[config.mk]
export PLATFORM = sky130hd
export DESIGN_NAME = mc_control_fsm_flat
export DESIGN_NICKNAME = d
export VERILOG_FILES = /design/src/rtl/mc_control_fsm_if.sv /design/src/rtl/mc_control_fsm.sv /design/src/flat_wrapper.sv
export SDC_FILE = /design/constraint.sdc
export NUM_CORES = 1
export LEC_CHECK = 0
export BUFFER_PORTS_ARGS = -buffer_cell sky130_fd_sc_hd__buf_2
export CORE_UTILIZATION = 55
export CTS_BUF_LIST = sky130_fd_sc_hd__clkbuf_4
export CTS_CLUSTER_DIAMETER = 80
export DETAILED_ROUTE_END_ITERATION = 7
export PLACE_DENSITY = 0.79
export SYNTH_ARGS = -nofsm -noshare
export SYNTH_HDL_FRONTEND = slang
export SYNTH_SLANG_ARGS = --single-unit
[constraint.sdc]
create_clock -name i_clk -period 2.5 [get_ports i_clk]
set_input_delay 0.125 -clock i_clk [delete_from_list [all_inputs] [get_ports i_clk]]
set_output_delay 0.125 -clock i_clk [all_outputs]
set_load 0.01 [all_outputs]
[src/rtl/mc_control_fsm_if.sv]
// Controller-to-datapath bundle for the multi-cycle control FSM.
// The controller side takes the instruction fields, ALU zero flag and memory
// handshake, and drives the datapath enables, selects and status outputs.
interface mc_control_fsm_if #(
    parameter int RETIRE_W = 32
);
    logic [6:0]          i_opcode;
    logic [2:0]          i_funct3;
    logic                i_funct7bit5;
    logic                i_zeroFlag;
    logic                i_memReady;

    logic                o_pcWriteEn;
    logic                o_instructionRegWrite;
    logic                o_regWriteEn;
    logic                o_memWriteEn;
    logic                o_memReadEn;
    logic                o_addressSrc;
    logic [1:0]          o_aluInputASel;
    logic [1:0]          o_aluInputBSel;
    logic [3:0]          o_aluLogicOperation;
    logic [1:0]          o_resultSel;
    logic                o_trap;
    logic [RETIRE_W-1:0] o_retireCount;

    // Controller side.
    modport master (
        input  i_opcode, i_funct3, i_funct7bit5, i_zeroFlag, i_memReady,
        output o_pcWriteEn, o_instructionRegWrite, o_regWriteEn, o_memWriteEn,
               o_memReadEn, o_addressSrc, o_aluInputASel, o_aluInputBSel,
               o_aluLogicOperation, o_resultSel, o_trap, o_retireCount
    );

    // Datapath side.
    modport slave (
        output i_opcode, i_funct3, i_funct7bit5, i_zeroFlag, i_memReady,
        input  o_pcWriteEn, o_instructionRegWrite, o_regWriteEn, o_memWriteEn,
               o_memReadEn, o_addressSrc, o_aluInputASel, o_aluInputBSel,
               o_aluLogicOperation, o_resultSel, o_trap, o_retireCount
    );
endinterface

[src/rtl/mc_control_fsm.sv]
// Multi-cycle RV32 subset control FSM (lw, sw, R/I ALU ops, beq/bne, jal).
// Datapath controls are decoded from the current state and live inputs, so
// memory-ready and zero-flag reactions happen in the same cycle. Memory waits
// are bounded by MEM_TIMEOUT; illegal instructions and timeouts park in TRAP.
module mc_control_fsm #(
    parameter int MEM_TIMEOUT = 16,
    parameter int FULL_BRANCH = 1,
    parameter int RETIRE_W    = 32
) (
    input logic              i_clk,
    input logic              i_srst,
    mc_control_fsm_if.master bus
);
    typedef enum logic [3:0] {
        FETCH, DECODE, MEMADR, MEMREAD, MEMWB, MEMWRITE,
        EXECR, EXECI, ALUWB, BRANCH, JAL, TRAP
    } state_t;

    localparam logic [6:0] OPC_LOAD   = 7'b0000011;
    localparam logic [6:0] OPC_STORE  = 7'b0100011;
    localparam logic [6:0] OPC_OP     = 7'b0110011;
    localparam logic [6:0] OPC_OPIMM  = 7'b0010011;
    localparam logic [6:0] OPC_BRANCH = 7'b1100011;
    localparam logic [6:0] OPC_JAL    = 7'b1101111;

    localparam logic [3:0] ALU_ADD = 4'd0;
    localparam logic [3:0] ALU_SUB = 4'd1;
    localparam logic [3:0] ALU_AND = 4'd2;
    localparam logic [3:0] ALU_OR  = 4'd3;
    localparam logic [3:0] ALU_SLT = 4'd4;

    localparam logic [1:0] A_PC = 2'd0, A_OLD_PC = 2'd1, A_RS1 = 2'd2;
    localparam logic [1:0] B_RS2 = 2'd0, B_IMM = 2'd1, B_FOUR = 2'd2;
    localparam logic [1:0] RES_ALU_Q = 2'd0, RES_DATA_Q = 2'd1, RES_ALU_D = 2'd2;

    // The wait counter only needs to reach MEM_TIMEOUT-1: the cycle that would
    // make it MEM_TIMEOUT is the timeout cycle itself.
    localparam int CNT_W = (MEM_TIMEOUT > 1) ? $clog2(MEM_TIMEOUT) : 1;
    localparam logic [CNT_W-1:0] WAIT_LAST =
        (MEM_TIMEOUT > 0) ? CNT_W'(MEM_TIMEOUT - 1) : '0;

    state_t              state;
    logic [CNT_W-1:0]    wait_cnt;
    logic [RETIRE_W-1:0] retire_cnt;

    logic       in_wait_state, timeout_hit;
    logic       f3_ok;
    logic [3:0] f3_op;
    logic       br_eq, br_ne, br_legal, br_taken;

    logic       pc_we, ir_we, reg_we, mem_we, mem_re, addr_src;
    logic [1:0] a_sel, b_sel, result_sel;
    logic [3:0] alu_op;

    assign in_wait_state = state inside {FETCH, MEMREAD, MEMWRITE};
    assign timeout_hit   = (MEM_TIMEOUT != 0) && in_wait_state &&
                           !bus.i_memReady && (wait_cnt == WAIT_LAST);

    assign br_eq    = (bus.i_funct3 == 3'b000);
    assign br_ne    = (FULL_BRANCH != 0) && (bus.i_funct3 == 3'b001);
    assign br_legal = br_eq || br_ne;
    assign br_taken = (br_eq && bus.i_zeroFlag) || (br_ne && !bus.i_zeroFlag);

    // funct3 to ALU operation; funct7bit5 selects SUB only for register ops.
    always_comb begin
        // NOTE: every variable written here gets a default first, so no path leaves it unassigned and no latch is inferred.
        f3_ok = 1'b1;
        f3_op = ALU_ADD;
        case (bus.i_funct3)
            3'b000:  f3_op = (state == EXECR && bus.i_funct7bit5) ? ALU_SUB : ALU_ADD;
            3'b111:  f3_op = ALU_AND;
            3'b110:  f3_op = ALU_OR;
            3'b010:  f3_op = ALU_SLT;
            default: f3_ok = 1'b0;
        endcase
    end

    // State transitions, memory wait counting and retirement counting.
    always_ff @(posedge i_clk) begin
        // NOTE: non-blocking assignments throughout, so every flop samples the values from before this edge.
        if (i_srst) begin
            state      <= FETCH;
            wait_cnt   <= '0;
            retire_cnt <= '0;
        end else begin
            // Any state change clears the counter; only a held wait state advances it.
            wait_cnt <= '0;
            case (state)
                FETCH: begin
                    if (timeout_hit)           state    <= TRAP;
                    else if (bus.i_memReady)   state    <= DECODE;
                    else                       wait_cnt <= wait_cnt + 1'b1;
                end
                DECODE: begin
                    case (bus.i_opcode)
                        OPC_LOAD, OPC_STORE: state <= MEMADR;
                        OPC_OP:              state <= EXECR;
                        OPC_OPIMM:           state <= EXECI;
                        OPC_BRANCH:          state <= BRANCH;
                        OPC_JAL:             state <= JAL;
                        default:             state <= TRAP;
                    endcase
                end
                MEMADR:  state <= (bus.i_opcode == OPC_STORE) ? MEMWRITE : MEMREAD;
                MEMREAD: begin
                    if (timeout_hit)           state    <= TRAP;
                    else if (bus.i_memReady)   state    <= MEMWB;
                    else                       wait_cnt <= wait_cnt + 1'b1;
                end
                MEMWRITE: begin
                    if (timeout_hit) begin
                        state <= TRAP;
                    end else if (bus.i_memReady) begin
                        state      <= FETCH;
                        retire_cnt <= retire_cnt + 1'b1;
                    end else begin
                        wait_cnt <= wait_cnt + 1'b1;
                    end
                end
                MEMWB, ALUWB, JAL: begin
                    state      <= FETCH;
                    retire_cnt <= retire_cnt + 1'b1;
                end
                EXECR, EXECI: state <= f3_ok ? ALUWB : TRAP;
                BRANCH: begin
                    if (br_legal) begin
                        state      <= FETCH;
                        retire_cnt <= retire_cnt + 1'b1;
                    end else begin
                        state <= TRAP;
                    end
                end
                default: state <= TRAP;
            endcase
        end
    end

    // Datapath controls from the current state; reset and a timeout cycle silence everything.
    always_comb begin
        pc_we      = 1'b0;
        ir_we      = 1'b0;
        reg_we     = 1'b0;
        mem_we     = 1'b0;
        mem_re     = 1'b0;
        addr_src   = 1'b0;
        a_sel      = A_PC;
        b_sel      = B_RS2;
        alu_op     = ALU_ADD;
        result_sel = RES_ALU_Q;
        if (!i_srst && !timeout_hit) begin
            case (state)
                FETCH: begin
                    mem_re = 1'b1;
                    a_sel  = A_PC;
                    b_sel  = B_FOUR;
                    if (bus.i_memReady) begin
                        ir_we      = 1'b1;
                        pc_we      = 1'b1;
                        result_sel = RES_ALU_D;
                    end
                end
                DECODE: begin
                    a_sel = A_OLD_PC;
                    b_sel = B_IMM;
                end
                MEMADR: begin
                    a_sel = A_RS1;
                    b_sel = B_IMM;
                end
                MEMREAD: begin
                    mem_re   = 1'b1;
                    addr_src = 1'b1;
                end
                MEMWRITE: begin
                    mem_we   = 1'b1;
                    addr_src = 1'b1;
                end
                MEMWB: begin
                    reg_we     = 1'b1;
                    result_sel = RES_DATA_Q;
                end
                EXECR: begin
                    a_sel  = A_RS1;
                    b_sel  = B_RS2;
                    alu_op = f3_op;
                end
                EXECI: begin
                    a_sel  = A_RS1;
                    b_sel  = B_IMM;
                    alu_op = f3_op;
                end
                ALUWB: reg_we = 1'b1;
                BRANCH: begin
                    a_sel  = A_RS1;
                    b_sel  = B_RS2;
                    alu_op = ALU_SUB;
                    pc_we  = br_taken;
                end
                JAL: begin
                    a_sel  = A_OLD_PC;
                    b_sel  = B_FOUR;
                    pc_we  = 1'b1;
                    reg_we = 1'b1;
                end
                default: ;
            endcase
        end
    end

    assign bus.o_pcWriteEn           = pc_we;
    assign bus.o_instructionRegWrite = ir_we;
    assign bus.o_regWriteEn          = reg_we;
    assign bus.o_memWriteEn          = mem_we;
    assign bus.o_memReadEn           = mem_re;
    assign bus.o_addressSrc          = addr_src;
    assign bus.o_aluInputASel        = a_sel;
    assign bus.o_aluInputBSel        = b_sel;
    assign bus.o_aluLogicOperation   = alu_op;
    assign bus.o_resultSel           = result_sel;
    assign bus.o_trap                = (state == TRAP);
    assign bus.o_retireCount         = retire_cnt;
endmodule

[src/flat_wrapper.sv]
// flat-port wrapper written by rule: the top's interface ports become plain ports
module mc_control_fsm_flat 
#(
    parameter int MEM_TIMEOUT = 16,
    parameter int FULL_BRANCH = 1,
    parameter int RETIRE_W    = 32
)
  (i_clk, i_srst, bus_i_opcode, bus_i_funct3, bus_i_funct7bit5, bus_i_zeroFlag, bus_i_memReady, bus_o_pcWriteEn, bus_o_instructionRegWrite, bus_o_regWriteEn, bus_o_memWriteEn, bus_o_memReadEn, bus_o_addressSrc, bus_o_aluInputASel, bus_o_aluInputBSel, bus_o_aluLogicOperation, bus_o_resultSel, bus_o_trap, bus_o_retireCount);
  mc_control_fsm_if #(.RETIRE_W(RETIRE_W)) bus_i ();
  input logic i_clk;
  input logic i_srst;
  input wire logic [$bits(bus_i.i_opcode)-1:0] bus_i_opcode;
  input wire logic [$bits(bus_i.i_funct3)-1:0] bus_i_funct3;
  input wire logic [$bits(bus_i.i_funct7bit5)-1:0] bus_i_funct7bit5;
  input wire logic [$bits(bus_i.i_zeroFlag)-1:0] bus_i_zeroFlag;
  input wire logic [$bits(bus_i.i_memReady)-1:0] bus_i_memReady;
  output wire logic [$bits(bus_i.o_pcWriteEn)-1:0] bus_o_pcWriteEn;
  output wire logic [$bits(bus_i.o_instructionRegWrite)-1:0] bus_o_instructionRegWrite;
  output wire logic [$bits(bus_i.o_regWriteEn)-1:0] bus_o_regWriteEn;
  output wire logic [$bits(bus_i.o_memWriteEn)-1:0] bus_o_memWriteEn;
  output wire logic [$bits(bus_i.o_memReadEn)-1:0] bus_o_memReadEn;
  output wire logic [$bits(bus_i.o_addressSrc)-1:0] bus_o_addressSrc;
  output wire logic [$bits(bus_i.o_aluInputASel)-1:0] bus_o_aluInputASel;
  output wire logic [$bits(bus_i.o_aluInputBSel)-1:0] bus_o_aluInputBSel;
  output wire logic [$bits(bus_i.o_aluLogicOperation)-1:0] bus_o_aluLogicOperation;
  output wire logic [$bits(bus_i.o_resultSel)-1:0] bus_o_resultSel;
  output wire logic [$bits(bus_i.o_trap)-1:0] bus_o_trap;
  output wire logic [$bits(bus_i.o_retireCount)-1:0] bus_o_retireCount;
  assign bus_i.i_opcode = bus_i_opcode;
  assign bus_i.i_funct3 = bus_i_funct3;
  assign bus_i.i_funct7bit5 = bus_i_funct7bit5;
  assign bus_i.i_zeroFlag = bus_i_zeroFlag;
  assign bus_i.i_memReady = bus_i_memReady;
  assign bus_o_pcWriteEn = bus_i.o_pcWriteEn;
  assign bus_o_instructionRegWrite = bus_i.o_instructionRegWrite;
  assign bus_o_regWriteEn = bus_i.o_regWriteEn;
  assign bus_o_memWriteEn = bus_i.o_memWriteEn;
  assign bus_o_memReadEn = bus_i.o_memReadEn;
  assign bus_o_addressSrc = bus_i.o_addressSrc;
  assign bus_o_aluInputASel = bus_i.o_aluInputASel;
  assign bus_o_aluInputBSel = bus_i.o_aluInputBSel;
  assign bus_o_aluLogicOperation = bus_i.o_aluLogicOperation;
  assign bus_o_resultSel = bus_i.o_resultSel;
  assign bus_o_trap = bus_i.o_trap;
  assign bus_o_retireCount = bus_i.o_retireCount;
  mc_control_fsm #(.MEM_TIMEOUT(MEM_TIMEOUT), .FULL_BRANCH(FULL_BRANCH), .RETIRE_W(RETIRE_W)) u_core (.i_clk(i_clk), .i_srst(i_srst), .bus(bus_i));
endmodule
### Word level (Yosys, flattened, before mapping)

Index checks and enable logic that the tools add are counted.

* register bits after elaboration: 40
* output and inout port bits: 49
* logic and storage cells: 104

* add/sub/neg operators: 2
* eq/ne operators: 28
* muxes and demuxes: 40
* bitwise operators: 1
* reductions and logical operators: 30

Operators by type and width (count)
* two-way mux 32 bit: 3
* one-hot mux 32 bit (3 select lines): 1
* adder 32 x 1 -> 32 bit, second input constant: 1
* two-way mux 4 bit: 8
* one-hot mux 4 bit (8 select lines): 1
* equality test 4 bit, second input constant: 5
* one-hot mux 4 bit (5 select lines): 1
* equality test 4 x 3 -> 1 bit, second input constant: 4
* one-hot mux 4 bit (4 select lines): 1
* equality test 7 x 6 -> 1 bit, second input constant: 2
* equality test 7 bit, second input constant: 2
* two-way mux 1 bit: 14
* one-hot mux 2 bit (2 select lines): 3
* OR reduction 2 bit: 6
* OR reduction 4 bit: 3
* two-way mux 2 bit: 5
* inequality test 3 x 2 -> 1 bit, second input constant: 3
* OR reduction 3 bit: 3
* equality test 4 x 2 -> 1 bit, second input constant: 2
* one-hot mux 4 bit (2 select lines): 1
* equality test 7 x 2 -> 1 bit, second input constant: 1
* equality test 7 x 5 -> 1 bit, second input constant: 1
* equality test 3 bit, second input constant: 2
* logical AND 1 bit: 6
* 16 further kinds: 22

### Longest topological paths before layout

* word-level depth: 7
* gate-level depth with buffers: 8
* depth with buffers taken out: 6

### Least setup slack after synthesis

No wires, ideal clock.

* path type: reg-to-reg
* from: reg u_core.wait_cnt[0]
* to: reg u_core.retire_cnt[23] (netlist: u_core.bus.o_retireCount[23])
* setup time: 0.121 ns
* data arrival time: 1.859 ns
* path slack: 0.521 ns
* cell stages (with the launch flop): 8
* path buffers: 1
* period minus slack after synthesis: 1.979 ns
* path through: dfxtp_1 > ha_1 > and3_1 > a32oi_2 > o22ai_2 > buf_2 > nor4_1 > mux2_2

* cells in the longest elaborated chain, start to end: 4

Ends and longest elaborated chain
* from (decl): RTL line mc_control_fsm.sv:43 `logic [CNT_W-1:0] wait_cnt;`
* from (signal assigned): RTL line mc_control_fsm.sv:92 `else wait_cnt <= wait_cnt + 1'b1;`
* from (signal assigned): RTL line mc_control_fsm.sv:108 `else wait_cnt <= wait_cnt + 1'b1;`
* from (signal assigned): RTL line mc_control_fsm.sv:117 `wait_cnt <= wait_cnt + 1'b1;`
* equality test 4 bit: RTL line mc_control_fsm.sv:57 `!bus.i_memReady && (wait_cnt == WAIT_LAST);`
* logical AND 1 bit: RTL line mc_control_fsm.sv:57
* inequality test 2 bit (no source line)
* AND reduction 4 bit (no source line)
* to (signal assigned): RTL line mc_control_fsm.sv:115 `retire_cnt <= retire_cnt + 1'b1;`
* to (signal assigned): RTL line mc_control_fsm.sv:122 `retire_cnt <= retire_cnt + 1'b1;`
* to (signal assigned): RTL line mc_control_fsm.sv:128 `retire_cnt <= retire_cnt + 1'b1;`
* to (decl): RTL line mc_control_fsm.sv:44 `logic [RETIRE_W-1:0] retire_cnt;`

Every way passes these cells.
A chain may end at the register's enable or synchronous reset.

### Final worst setup path

* from: reg u_core.state[1]
* to: out bus_o_aluLogicOperation[2]

* cells in the longest elaborated chain, start to end: 7

Ends and longest elaborated chain
* from (decl): RTL line mc_control_fsm.sv:42 `state_t state;`
* from (signal assigned): RTL line mc_control_fsm.sv:104 `MEMADR: state <= (bus.i_opcode == OPC_STORE) ? MEMWRITE : MEMREAD;`
* from (signal assigned): RTL line mc_control_fsm.sv:124 `EXECR, EXECI: state <= f3_ok ? ALUWB : TRAP;`
* equality test 4 x 2 -> 1 bit (tied with other cells): RTL line mc_control_fsm.sv:55 `assign in_wait_state = state inside {FETCH, MEMREAD, MEMWRITE};`
* nonzero test 3 bit: RTL line mc_control_fsm.sv:55
* logical AND 1 bit: RTL line mc_control_fsm.sv:56 `assign timeout_hit = (MEM_TIMEOUT != 0) && in_wait_state &&`
* logical AND 1 bit: RTL line mc_control_fsm.sv:57
* zero test 1 bit: RTL line mc_control_fsm.sv:150 `if (!i_srst && !timeout_hit) begin`
* logical AND 1 bit: RTL line mc_control_fsm.sv:150
* two-way mux 4 bit (*): RTL line mc_control_fsm.sv:150
* to (decl): RTL line flat_wrapper.sv:25 `output wire logic [$bits(bus_i.o_aluLogicOperation)-1:0] bus_o_aluLogicOperation;`

Mark *: on every way between the ends. The rest lies on a longest branch, timed or not.

==> metrics.md <==
| Metric | Value |
|---|---|
| Worst R2R Start | u_core.wait_cnt[0] |
| Die height | 69.96 µm |
| Vias in the first global route | 2,201 |
| Initial antenna violation count | 0 |
| Clk_skew | 0.01029 ns |
| Max_cap viols | 0 |
| R2r setup slk | 0.25 ns |
| Post-route ant nets | 0 |
| Final setup viols | 0 |
| Least-Margin Pin Slew | 0.6548 ns |
| Post-Place Cells | 424 |
| TritonCTS Buffers | 5 |
| Worst setup SP type | register |
| DRC Markers | 0 |
| Clock sink total | 40 |
| Max Slew Vio Count | 0 |
| Post-DP HPWL | 4400 µm |
| Via-per-instance ratio | 6.123 |
| Worst slew margin | 55.94% |
| Top_reg_cell synth | dfxtp_1 |
| Yosys warning count | 0 |
| Worst reg-to-reg path cell count | 7 |
| Post-CTS Setup Inserts | 0 |
| Most common cell after layout, fill and taps aside | buf_2 |
| Leakage | 0.001141 µW |
| Initial Util | 57.93% |
| Cell area after synthesis | 2540 µm² |
| Number of H-tree levels | 2 |
| Final Hold Slack | 0.1458 ns |
| Post-Route WL | 6127 µm |
| DP Area | 2898 µm² |
| Filler cell count | 380 |
| Hold Crit Endpoint | u_core.state[2] |
| Num ports | 64 |
| Hold Violations, Final | 0 |
| Share of layout cells above drive strength 1 | 27.63% |
| Final Instance Area | 2962 µm² |
| Outcome | completed |
| Arrival @ worst endpoint | 2.25 ns |
| #FFs+latches synth | 40 |
| CORE AREA | 4384 µm² |
| Row cnt | 24 |
| Total GRT Usage | 25.09% |
| Largest net degree at the start of global routing | 46 |
| Average size of a mapped cell | 7.937 µm² |
| Distinct cells, synth | 55 |
| Post-synth EDFFs | 0 |
| Drt first pass iters | 5 |
| Routed vias | 2,645 |
| Worst R2R End | u_core.bus.o_retireCount[29] |
| IO Port Bufs | 62 |
| Crit-path max FO | 9 |
| Die Width | 69.96 µm |
| Clock latency on the worst-skew pair | 0.36 ns |
| Ys async rst share | 0% |
| Final Cycle Share | 94.90% |
| Die area | 4894 µm² |
| Drt initial violations | 145 |
| Worst EP required | 2.38 ns |
| CTS tree | done |
| Worst-path clk slew | 0.13 ns |
| HP Class | input pin to register |
| Peak VDD IR | 0.5841 mV |
| Cell count after synthesis | 320 |
| Global route overflow | 0 |
| Syn_nets | 337 |
| Wire per inst | 14.18 µm |
| Area delta synth->final | 16.60% |
| Achievable Freq | 421.5 MHz |
| WHS Path Cells | 4 |
| Worst Hold Launch | bus_i_opcode[6] |
| First-pass GRT wire length | 10,230 µm |
| CTS root buf | clkbuf_4 |
| WS Path Type | register to output pin |
| Final setup TNS | 0 ns |
| Fin nets | 396 |
| Critical Path Sink Type | output pin |
| CTS max path bufs | 2 |
| RSZ-0062 raised after global routing | false |
| Non-Filler Instances | 432 |
| Pwr dens | 674.6 nW/µm² |
| Minimum clock period | 2.373 ns |
| Register area share after synthesis | 31.53% |
| Util after Layout | 67.55% |
| GP Congestion | 0.8992 |
| Most frequent cells in the layout | buf_2, dfxtp_1, a21oi_1 |
| Antenna Diode Count | 0 |
layer usage:
layer	global-route usage [%]	part of all wire [%]
met2	39.00	44
met5	0	0
met4	6.667	1.0
met1	35.77	49
met3	4.473	5.1
worst max path at each step:
| stage | slack (ns) | cells past startpoint | from | end |
|---|---|---|---|---|
| after floorplan | 0.52 | 7 | u_core.wait_cnt[0] | u_core.bus.o_retireCount[23] |
| after global routing | 0.03 | 7 | u_core.state[1] | bus_o_aluLogicOperation[2] |
| after CTS | 0.02 | 6 | u_core.state[0] | bus_o_aluLogicOperation[2] |
| after global placement | 0.35 | 7 | u_core.wait_cnt[0] | u_core.bus.o_retireCount[8] |
| after detailed placement | 0.27 | 7 | u_core.wait_cnt[0] | u_core.bus.o_retireCount[8] |
| final | 0.13 | 7 | u_core.state[1] | bus_o_aluLogicOperation[2] |
flip-flops by register name (all words and copies together) (netlist names):
signal and count:
u_core.wait_cnt 4, u_core.bus.o_retireCount 32, u_core.state 4
synthesized netlist by cell type, drive strengths merged (3+ instances only):
library cell / count / share of area (%)
nor3b: 4 / 1.2
nor3: 13 / 2.6
nand2: 24 / 3.5
buf: 14 / 3.6
a22oi: 3 / 0.89
xor2: 4 / 2.1
inv: 8 / 1.2
dfxtp: 40 / 32
or4: 20 / 5.9
o21ai: 13 / 2.6
nand4: 8 / 2.5
a311oi: 3 / 1.0
nand3: 16 / 3.3
nor4: 8 / 2.5
o31ai: 23 / 6.8
nor2: 19 / 2.9
nand2b: 5 / 1.2
a21oi: 33 / 6.5
and3: 4 / 0.99
clkbuf: 10 / 1.5
nand3b: 3 / 0.89
nor2b: 7 / 1.7
or2: 4 / 0.99
or3: 8 / 2.0
cell type report:
type,instances,area (µm²),area share (%)
clock buffers,5,37.54,1.267
clock inverters,3,18.77,0.6337
inverters,8,30.03,1.014
multi-input cells,248,1589,53.65
flip-flops and latches,40,805.8,27.21
well taps,52,65.06,2.197
repair buffers,76,415.4,14.03
where the power goes:
part	switching, µW	internal (µW)
Combinational	558	351
Clock	232	108
Sequential	68.1	680
Total	858	1140
kinds of logic (layout without fill, tap and decap cells):
group,count (synthesis),in the layout,share of synthesized area (%)
AOI/OAI and AO/OA,87,87,22.17
xor gates and xnor gates,6,6,2.808
adders and majority gates,2,2,0.9851
buffers and inverters,32,92,6.305
DFF,40,40,31.53
muxes,4,4,1.822
other,1,1,0.1476
and+or+nand+nor,148,148,34.24
worst max-delay path, cell delays in order (launching register included):
cell and delay [ns]:
dfxtp_4 0.41, buf_4 0.16, xor2_4 0.17, mux2i_2 0.10
a31o_1 0.26, or3b_4 0.40, nor4_2 0.21, buf_2 0.16
per-stage QoR:
step / power, µW / worst slack (ns)
finish: 1998 / 0.1275
global route: 2116 / 0.02978
CTS: 1988 / 0.02022
detailed placement: 1650 / 0.2740
global placement: 1642 / 0.3537
floorplan: 1417 / 0.5206
repair_timing:
action,in CTS,in global routing
resized for setup,1,3
endpoints found under the setup margin,1,4
hold buffers,0,0
(Power assumes the default switching activity.)
